`config.mk`:
```
export PLATFORM = sky130hd
export DESIGN_NAME = rom_boot_ctrl_flat
export DESIGN_NICKNAME = d
export VERILOG_FILES = /design/src/rtl/rom_boot_ctrl_pkg.sv /design/src/rtl/rom_boot_ctrl_if.sv /design/src/rtl/rom_boot_ctrl_timer.sv /design/src/rtl/rom_boot_ctrl.sv /design/src/flat_wrapper.sv
export SDC_FILE = /design/constraint.sdc
export NUM_CORES = 1
export LEC_CHECK = 0
export CAP_MARGIN = 10
export CORE_MARGIN = 1
export CORE_UTILIZATION = 32
export DETAILED_ROUTE_END_ITERATION = 8
export HOLD_SLACK_MARGIN = 0.03
export SYNTH_ARGS = -nofsm -noshare
export SYNTH_HDL_FRONTEND = slang
export SYNTH_SLANG_ARGS = --single-unit
```
`constraint.sdc`:
```
create_clock -name clk -period 3.1 [get_ports clk]
set_input_delay 0.775 -clock clk [delete_from_list [all_inputs] [get_ports clk]]
set_output_delay 0.775 -clock clk [all_outputs]
set_load 0.05 [all_outputs]
```
`src/rtl/rom_boot_ctrl_pkg.sv`:
```
// -----------------------------------------------------------------------------
// rom_boot_ctrl_pkg
//   Shared constants and types for the boot-load sequencer: frame start byte,
//   default address width / image depth, and the 3-bit FSM state encoding.
// -----------------------------------------------------------------------------
package rom_boot_ctrl_pkg;

  localparam logic [7:0]  BOOT_MAGIC = 8'hA5;  // frame start byte
  localparam int unsigned BOOT_AW    = 16;     // CPU word / address width
  localparam int unsigned BOOT_DEPTH = 1024;   // instruction RAM depth in words

  typedef enum logic [2:0] {
    ST_IDLE   = 3'd0,
    ST_LEN_HI = 3'd1,
    ST_LEN_LO = 3'd2,
    ST_D_HI   = 3'd3,
    ST_D_LO   = 3'd4,
    ST_CSUM   = 3'd5,
    ST_RUN    = 3'd6,
    ST_ERR    = 3'd7
  } boot_state_e;

  // A frame is "in progress" from the first length byte up to the checksum.
  function automatic logic is_busy(input boot_state_e s);
    return (s == ST_LEN_HI) || (s == ST_LEN_LO) || (s == ST_D_HI) ||
           (s == ST_D_LO)   || (s == ST_CSUM);
  endfunction

endpackage

```
`src/rtl/rom_boot_ctrl_if.sv`:
```
// -----------------------------------------------------------------------------
// rom_boot_ctrl_if
//   Byte-receive handshake plus ROM write port of the boot loader.
//   rx_valid/rx_data/rx_ready : byte stream, accepted when valid & ready
//   mem_we/mem_addr/mem_wdata : one-cycle ROM word write
//   slave  : the boot controller (consumes bytes, drives the ROM port)
//   master : the environment (byte receiver + ROM)
// -----------------------------------------------------------------------------
interface rom_boot_ctrl_if
  import rom_boot_ctrl_pkg::*;
#(
  parameter int AW = BOOT_AW
);

  logic          rx_valid;
  logic [7:0]    rx_data;
  logic          rx_ready;
  logic          mem_we;
  logic [AW-1:0] mem_addr;
  logic [15:0]   mem_wdata;

  modport slave (
    input  rx_valid, rx_data,
    output rx_ready, mem_we, mem_addr, mem_wdata
  );

  modport master (
    output rx_valid, rx_data,
    input  rx_ready, mem_we, mem_addr, mem_wdata
  );

endinterface

```
`src/rtl/rom_boot_ctrl_timer.sv`:
```
// -----------------------------------------------------------------------------
// rom_boot_ctrl_timer
//   Inter-byte watchdog: loadable down-counter. clr reloads it with TIMEOUT,
//   it counts down while en is high, and expire flags the cycle on which the
//   count would reach zero. TIMEOUT = 0 disables the watchdog.
//   clk, rst_n : clock, async active-low reset
//   en         : count enable (frame in progress)
//   clr        : reload (a byte was accepted)
//   expire     : idle budget used up this cycle
// -----------------------------------------------------------------------------
module rom_boot_ctrl_timer #(
  parameter int unsigned TIMEOUT = 1000000
) (
  input  logic clk,
  input  logic rst_n,
  input  logic en,
  input  logic clr,
  output logic expire
);

  if (TIMEOUT == 0) begin : g_off
    assign expire = 1'b0;
  end else begin : g_on
    localparam int unsigned TW = $clog2(TIMEOUT + 1);
    logic [TW-1:0] cnt;

    always_ff @(posedge clk or negedge rst_n) begin
      if (!rst_n) begin
        cnt <= '0;
      end else if (clr) begin
        cnt <= TW'(TIMEOUT);
      end else if (en && (cnt != '0)) begin
        cnt <= cnt - 1'b1;
      end
    end

    // A byte on the expiry cycle reloads the counter and suppresses expire.
    assign expire = en && !clr && (cnt == TW'(1));
  end

endmodule

```
`src/rtl/rom_boot_ctrl.sv`:
```
// -----------------------------------------------------------------------------
// rom_boot_ctrl
//   Boot-load sequencer for the instruction ROM. Parses a framed byte stream
//   (MAGIC, 16-bit word length MSB first, payload, 8-bit checksum), packs
//   payload bytes big-endian into 16-bit words written at BASE+idx, and holds
//   the CPU in reset until the image's checksum verifies.
//   clk, rst_n : clock, async active-low reset (aborts a frame immediately)
//   bus        : byte handshake in, ROM write port out (slave modport)
//   reload     : pulse, leaves RUN/ERR back to IDLE
//   cpu_rst_n  : CPU reset, released only in RUN
//   busy       : frame in progress
//   done       : image loaded and verified
//   err        : frame rejected (bad length, checksum or timeout)
// -----------------------------------------------------------------------------
module rom_boot_ctrl
  import rom_boot_ctrl_pkg::*;
#(
  parameter logic [7:0]    MAGIC   = BOOT_MAGIC,
  parameter int            AW      = BOOT_AW,
  parameter int unsigned   DEPTH   = BOOT_DEPTH,
  parameter logic [AW-1:0] BASE    = '0,
  parameter int unsigned   TIMEOUT = 1000000
) (
  input  logic                 clk,
  input  logic                 rst_n,
  rom_boot_ctrl_if.slave       bus,
  input  logic                 reload,
  output logic                 cpu_rst_n,
  output logic                 busy,
  output logic                 done,
  output logic                 err
);

  boot_state_e state, state_n;
  logic [7:0]  hi_byte;
  logic [7:0]  len_hi;
  logic [15:0] len;
  logic [15:0] wcnt;
  logic [7:0]  sum;
  logic [15:0] len_in;
  logic [7:0]  csum_total;
  logic        fire;
  logic        expire;

  // The link is released while the CPU runs; every other state listens.
  assign bus.rx_ready = (state != ST_RUN);
  assign fire         = bus.rx_valid && bus.rx_ready;
  assign len_in       = {len_hi, bus.rx_data};
  assign csum_total   = sum + bus.rx_data;

  rom_boot_ctrl_timer #(.TIMEOUT(TIMEOUT)) u_timer (
    .clk    (clk),
    .rst_n  (rst_n),
    .en     (busy),
    .clr    (fire),
    .expire (expire)
  );

  always_comb begin
    // NOTE: every always_comb output gets a default first, so no path can
    // leave it unassigned and infer a latch.
    state_n = state;
    case (state)
      ST_IDLE:   if (fire && (bus.rx_data == MAGIC)) state_n = ST_LEN_HI;
      ST_LEN_HI: if (fire) state_n = ST_LEN_LO;
      ST_LEN_LO: if (fire) begin
        if (32'(len_in) > DEPTH)  state_n = ST_ERR;
        else if (len_in == 16'd0) state_n = ST_CSUM;
        else                      state_n = ST_D_HI;
      end
      ST_D_HI:   if (fire) state_n = ST_D_LO;
      ST_D_LO:   if (fire) state_n = (wcnt == len - 16'd1) ? ST_CSUM : ST_D_HI;
      ST_CSUM:   if (fire) state_n = (csum_total == 8'h00) ? ST_RUN : ST_ERR;
      ST_RUN:    if (reload) state_n = ST_IDLE;
      ST_ERR: begin
        if (reload)                              state_n = ST_IDLE;
        else if (fire && (bus.rx_data == MAGIC)) state_n = ST_LEN_HI;
      end
      default:   state_n = ST_IDLE;
    endcase
    // Watchdog only fires on a byte-free cycle; an arriving byte wins.
    if (busy && !fire && expire) state_n = ST_ERR;
  end

  // NOTE: state is updated with non-blocking assignments so every register
  // samples pre-edge values regardless of statement order.
  always_ff @(posedge clk or negedge rst_n) begin
    if (!rst_n) begin
      // NOTE: only control state is cleared; ROM contents written so far are
      // external and stay as they are.
      state         <= ST_IDLE;
      hi_byte       <= '0;
      len_hi        <= '0;
      len           <= '0;
      wcnt          <= '0;
      sum           <= '0;
      bus.mem_we    <= 1'b0;
      bus.mem_addr  <= BASE;
      bus.mem_wdata <= '0;
      cpu_rst_n     <= 1'b0;
      busy          <= 1'b0;
      done          <= 1'b0;
      err           <= 1'b0;
    end else begin
      state      <= state_n;
      bus.mem_we <= 1'b0;
      // Status outputs are registered from the next state so they change
      // glitch-free together with it.
      cpu_rst_n  <= (state_n == ST_RUN);
      done       <= (state_n == ST_RUN);
      err        <= (state_n == ST_ERR);
      busy       <= is_busy(state_n);
      if (fire) begin
        case (state)
          ST_IDLE, ST_ERR: begin
            // A possible frame start: clear per-frame accumulators.
            sum  <= '0;
            wcnt <= '0;
          end
          ST_LEN_HI: len_hi <= bus.rx_data;
          ST_LEN_LO: len    <= len_in;
          ST_D_HI: begin
            hi_byte <= bus.rx_data;
            sum     <= sum + bus.rx_data;
          end
          ST_D_LO: begin
            bus.mem_we    <= 1'b1;
            bus.mem_addr  <= BASE + AW'(wcnt);
            bus.mem_wdata <= {hi_byte, bus.rx_data};
            sum           <= sum + bus.rx_data;
            wcnt          <= wcnt + 16'd1;
          end
          default: ;
        endcase
      end
    end
  end

endmodule
```
`src/flat_wrapper.sv`:
```
// flat-port wrapper written by rule: the top's interface ports become plain ports
module rom_boot_ctrl_flat import rom_boot_ctrl_pkg::*;
#(
  parameter logic [7:0]    MAGIC   = BOOT_MAGIC,
  parameter int            AW      = BOOT_AW,
  parameter int unsigned   DEPTH   = BOOT_DEPTH,
  parameter logic [AW-1:0] BASE    = '0,
  parameter int unsigned   TIMEOUT = 1000000
)
  (clk, rst_n, reload, cpu_rst_n, busy, done, err, bus_rx_valid, bus_rx_data, bus_rx_ready, bus_mem_we, bus_mem_addr, bus_mem_wdata);
  rom_boot_ctrl_if #(.AW(AW)) bus_i ();
  input  logic clk;
  input  logic rst_n;
  input  logic reload;
  output logic cpu_rst_n;
  output logic busy;
  output logic done;
  output logic err;
  input wire logic [$bits(bus_i.rx_valid)-1:0] bus_rx_valid;
  input wire logic [$bits(bus_i.rx_data)-1:0] bus_rx_data;
  output wire logic [$bits(bus_i.rx_ready)-1:0] bus_rx_ready;
  output wire logic [$bits(bus_i.mem_we)-1:0] bus_mem_we;
  output wire logic [$bits(bus_i.mem_addr)-1:0] bus_mem_addr;
  output wire logic [$bits(bus_i.mem_wdata)-1:0] bus_mem_wdata;
  assign bus_i.rx_valid = bus_rx_valid;
  assign bus_i.rx_data = bus_rx_data;
  assign bus_rx_ready = bus_i.rx_ready;
  assign bus_mem_we = bus_i.mem_we;
  assign bus_mem_addr = bus_i.mem_addr;
  assign bus_mem_wdata = bus_i.mem_wdata;
  rom_boot_ctrl #(.MAGIC(MAGIC), .AW(AW), .DEPTH(DEPTH), .BASE(BASE), .TIMEOUT(TIMEOUT)) u_core (.clk(clk), .rst_n(rst_n), .bus(bus_i), .reload(reload), .cpu_rst_n(cpu_rst_n), .busy(busy), .done(done), .err(err));
endmodule
```
==> results.json <==
{
  "start_kind": "flop",
  "slowest_delay_ps": 540,
  "leakage_nw": 3.39,
  "worstRegToRegCells": 8,
  "clkTransAtPathRegs_ps": 60,
  "fillers": 1753,
  "synth_enable_flop_cells": 0,
  "cp.depth": 8,
  "io_pins": 50,
  "finalNetCount": 754,
  "ant_nets": 0,
  "required_ps": 3410,
  "wl_per_cell_um": 15.2,
  "die_area_um2": 19200,
  "grt_pass1_wl_um": 25000,
  "period_needed_ps": 3050,
  "numCtsBuffers": 17,
  "path_cells": "or4_4 -> or4b_1 -> nand3_1 -> a31oi_1 -> or4_4 -> o31a_1 -> a2111o_1 -> and3_4",
  "cts_tree": "built",
  "worst_pin_slew_ps": 743,
  "avgViaCountPerCell": 5.05,
  "rows": 49,
  "netlist_area_um2": 5950,
  "ctsHoldBuffers": 0,
  "relSlewSlack": 0.505,
  "firstDrtPassIters": 7,
  "clockRootBuffer": "clkbuf_16",
  "fmaxAchievable_ghz": 0.328,
  "drive_above_1_share": 0.189,
  "hold_viol_final": 0,
  "antenna_found_initial": 3,
  "hold_path.class": "input pin to async pin",
  "clock_skew_ps": 7.81,
  "grt_pass1_vias": 4793,
  "rsz0062_at_grt": "yes",
  "crit_top_cell": "or4_4",
  "maxCapViolations": 0,
  "arrival_ps": 3360,
  "yosys_warnings": 0,
  "timing.final.crit_share": 0.985,
  "grt.total_usage": 0.164,
  "area_growth_syn_to_layout_pct": 29.0,
  "cp_max_fo": 4,
  "synth_seq_area_share": 0.483,
  "post_dp_cell_area_um2": 7060,
  "final_area_um2": 7680,
  "crit_family": "simple AND/OR/NAND/NOR gates",
  "portBuffers": 49,
  "multi_input_area_um2": 2960,
  "syn-instance-count": 638,
  "end_kind": "flop",
  "ir_drop_mv": 0.422,
  "drc_errors": 14,
  "async_flop_share": 1.00,
  "status": "finished, violations left",
  "layoutNonFillerInstCount": 971,
  "start_util": 0.329,
  "gp_congestion": 0.831,
  "drv_slew": 0,
  "slowest_stage": "or4_4",
  "dp.cells": 940,
  "path_buf_inv": 0,
  "final-setup-viol-count": 0,
  "syn_avg_cell_area_um2": 9.33,
  "synthFlopType": "dfrtp_1",
  "hpwl_um": 10200,
  "routed_wirelength_um": 14700,
  "synth_cell_types": 63,
  "violations": "DRC",
  "clockBufferDepth": 2,
  "powerDensity_nw_per_um2": 987,
  "ctsHtreeMaxLevel": 4,
  "die_h_um": 138,
  "syn_nets": 662,
  "drtIter0Drc": 281,
  "die_x_um": 138,
  "grt_max_degree": 54,
  "overflow": 0,
  "synth_seq_cells": 115,
  "insertion_delay_ps": 420,
  "seq_area_um2": 2880,
  "core_area_um2": 18100,
  "critPathKind": "flop to flop",
  "clock_sinks": 115,
  "cts_setup_buffers": 0,
  "num_vias": 4899
}
-- cell usage after synthesis (2+ instances only) --
cell | n | area (µm²)
nand2_1 | 133 | 499
dfrtp_1 | 115 | 2880
o21ai_0 | 48 | 240
nor2_1 | 42 | 158
mux2_2 | 31 | 349
clkbuf_1 | 30 | 113
xnor2_1 | 26 | 228
inv_1 | 20 | 75.1
nor3_1 | 17 | 85.1
xor2_1 | 14 | 123
a21oi_1 | 13 | 65.1
nand3_1 | 13 | 65.1
nor4_1 | 12 | 75.1
ha_1 | 11 | 138
nand4_1 | 9 | 56.3
or4_1 | 9 | 67.6
a221oi_1 | 8 | 70.1
and3_1 | 8 | 50.1
o22ai_1 | 7 | 43.8
or3_1 | 7 | 43.8
a211oi_1 | 4 | 30.0
a31oi_1 | 4 | 25.0
a21o_1 | 3 | 22.5
nor2b_1 | 3 | 18.8
o211ai_1 | 3 | 22.5
o21a_1 | 3 | 22.5
o221ai_1 | 3 | 26.3
and2_1 | 2 | 12.5
and4_1 | 2 | 17.5
nand2b_1 | 2 | 12.5
nor4b_1 | 2 | 17.5
o311ai_0 | 2 | 17.5
o31ai_1 | 2 | 15.0
-- kinds of logic (layout without fill, tap and decap cells) --
family / after synthesis / after routing / share of synthesized area
AOI/OAI and AO/OA: 115 / 115 / 0.124
xor gates and xnor gates: 40 / 40 / 0.0588
adders and majority gates: 12 / 12 / 0.0265
buffers and inverters: 54 / 156 / 0.0349
DFF: 115 / 115 / 0.483
muxes: 32 / 32 / 0.0603
other: 0 / 2 / 0
and+or+nand+nor: 270 / 270 / 0.212
-- sequential cells by signal (all words and copies together), names as in the netlist --
register                 cells
u_core.bus.mem_addr         16
u_core.bus.mem_wdata        16
u_core.bus.mem_we            1
u_core.busy                  1
u_core.cpu_rst_n             1
u_core.err                   1
u_core.hi_byte               8
u_core.len                  16
u_core.len_hi                8
u_core.state                 3
u_core.sum                   8
u_core.u_timer.g_on.cnt     20
u_core.wcnt                 16
-- through the flow --
step	hold WS (ps)	setup WS (ps)	utilization	setup TNS [ps]	power, mW
6_report	404	47.5	0.425	0	7.58
5_1_grt	461	-64.4	0.425	-64.4	8.07
4_1_cts	435	2.72	0.422	0	7.54
3_5_place_dp	452	-605	0.390	-2860	5.60
3_3_place_gp	443	-598	0.390	-2650	5.55
2_1_floorplan	433	16.0	-	0	4.44
-- cell usage in the layout (no fill, tap or decap), types with 3 or more instances in the layout --
| cell | n |
|---|---|
| nand3_1 | 12 |
| nor4_1 | 12 |
| o21ai_0 | 46 |
| inv_2 | 3 |
| inv_1 | 18 |
| clkinv_2 | 4 |
| clkbuf_16 | 17 |
| nor2b_1 | 3 |
| mux2_2 | 31 |
| nor3_1 | 16 |
| clkbuf_8 | 3 |
| o211ai_1 | 3 |
| dlygate4sd2_1 | 5 |
| o22ai_1 | 7 |
| xnor2_1 | 26 |
| a21oi_1 | 12 |
| or4_4 | 4 |
| nand4_1 | 9 |
| a211oi_1 | 4 |
| clkdlybuf4s50_1 | 39 |
| or3_1 | 7 |
| nor2_1 | 41 |
| and3_1 | 7 |
| o221ai_1 | 3 |
| buf_4 | 57 |
| a221oi_1 | 8 |
| dfrtp_1 | 114 |
| clkbuf_1 | 3 |
| a31oi_1 | 4 |
| a21o_1 | 3 |
| or4_1 | 6 |
| xor2_1 | 14 |
| nand2_1 | 133 |
| ha_1 | 9 |
-- where the power goes --
| group | internal [mW] | switching [mW] |
|---|---|---|
| combinational | 1.50 | 1.74 |
| sequential | 1.96 | 0.510 |
| clock | 1.22 | 0.650 |
-- final timing paths --
kind                                    from                       end  slack, ps
setup / recovery               u_core.len[0]               u_core.busy         50
hold / removal                         rst_n          u_core.cpu_rst_n        400
setup reg to reg               u_core.len[0]               u_core.busy         50
hold reg to reg            u_core.hi_byte[6]  u_core.bus.mem_wdata[14]        460
max in group asynchronous              rst_n    u_core.bus.mem_addr[7]       1950
min in group clk           u_core.hi_byte[6]  u_core.bus.mem_wdata[14]        460
-- routing by layer --
layer	part of all wire	vias up	global-route usage
met5	0.00088	-	0
met4	0.011	2	0.0544
met3	0.032	14	0.0395
met2	0.46	87	0.252
met1	0.49	2360	0.227
li1	-	2436	-
-- area by class of cell --
| cell class | count | area share |
|---|---|---|
| multi-input cells | 469 | 0.385 |
| flip-flops and latches | 115 | 0.375 |
| clock buffers | 23 | 0.0622 |
| repair buffers | 106 | 0.119 |
| well taps | 229 | 0.0373 |
| diodes | 2 | 0.000652 |
| clock inverters | 6 | 0.0104 |
| inverters | 21 | 0.0103 |
-- what timing repair did --
action / CTS / global route
endpoints found under the setup margin: 3 / 3
cloned: 0 / 0
pin swaps: 0 / 10
resized for setup: 11 / 20
Note: power is estimated with default switching activity, not from simulation.
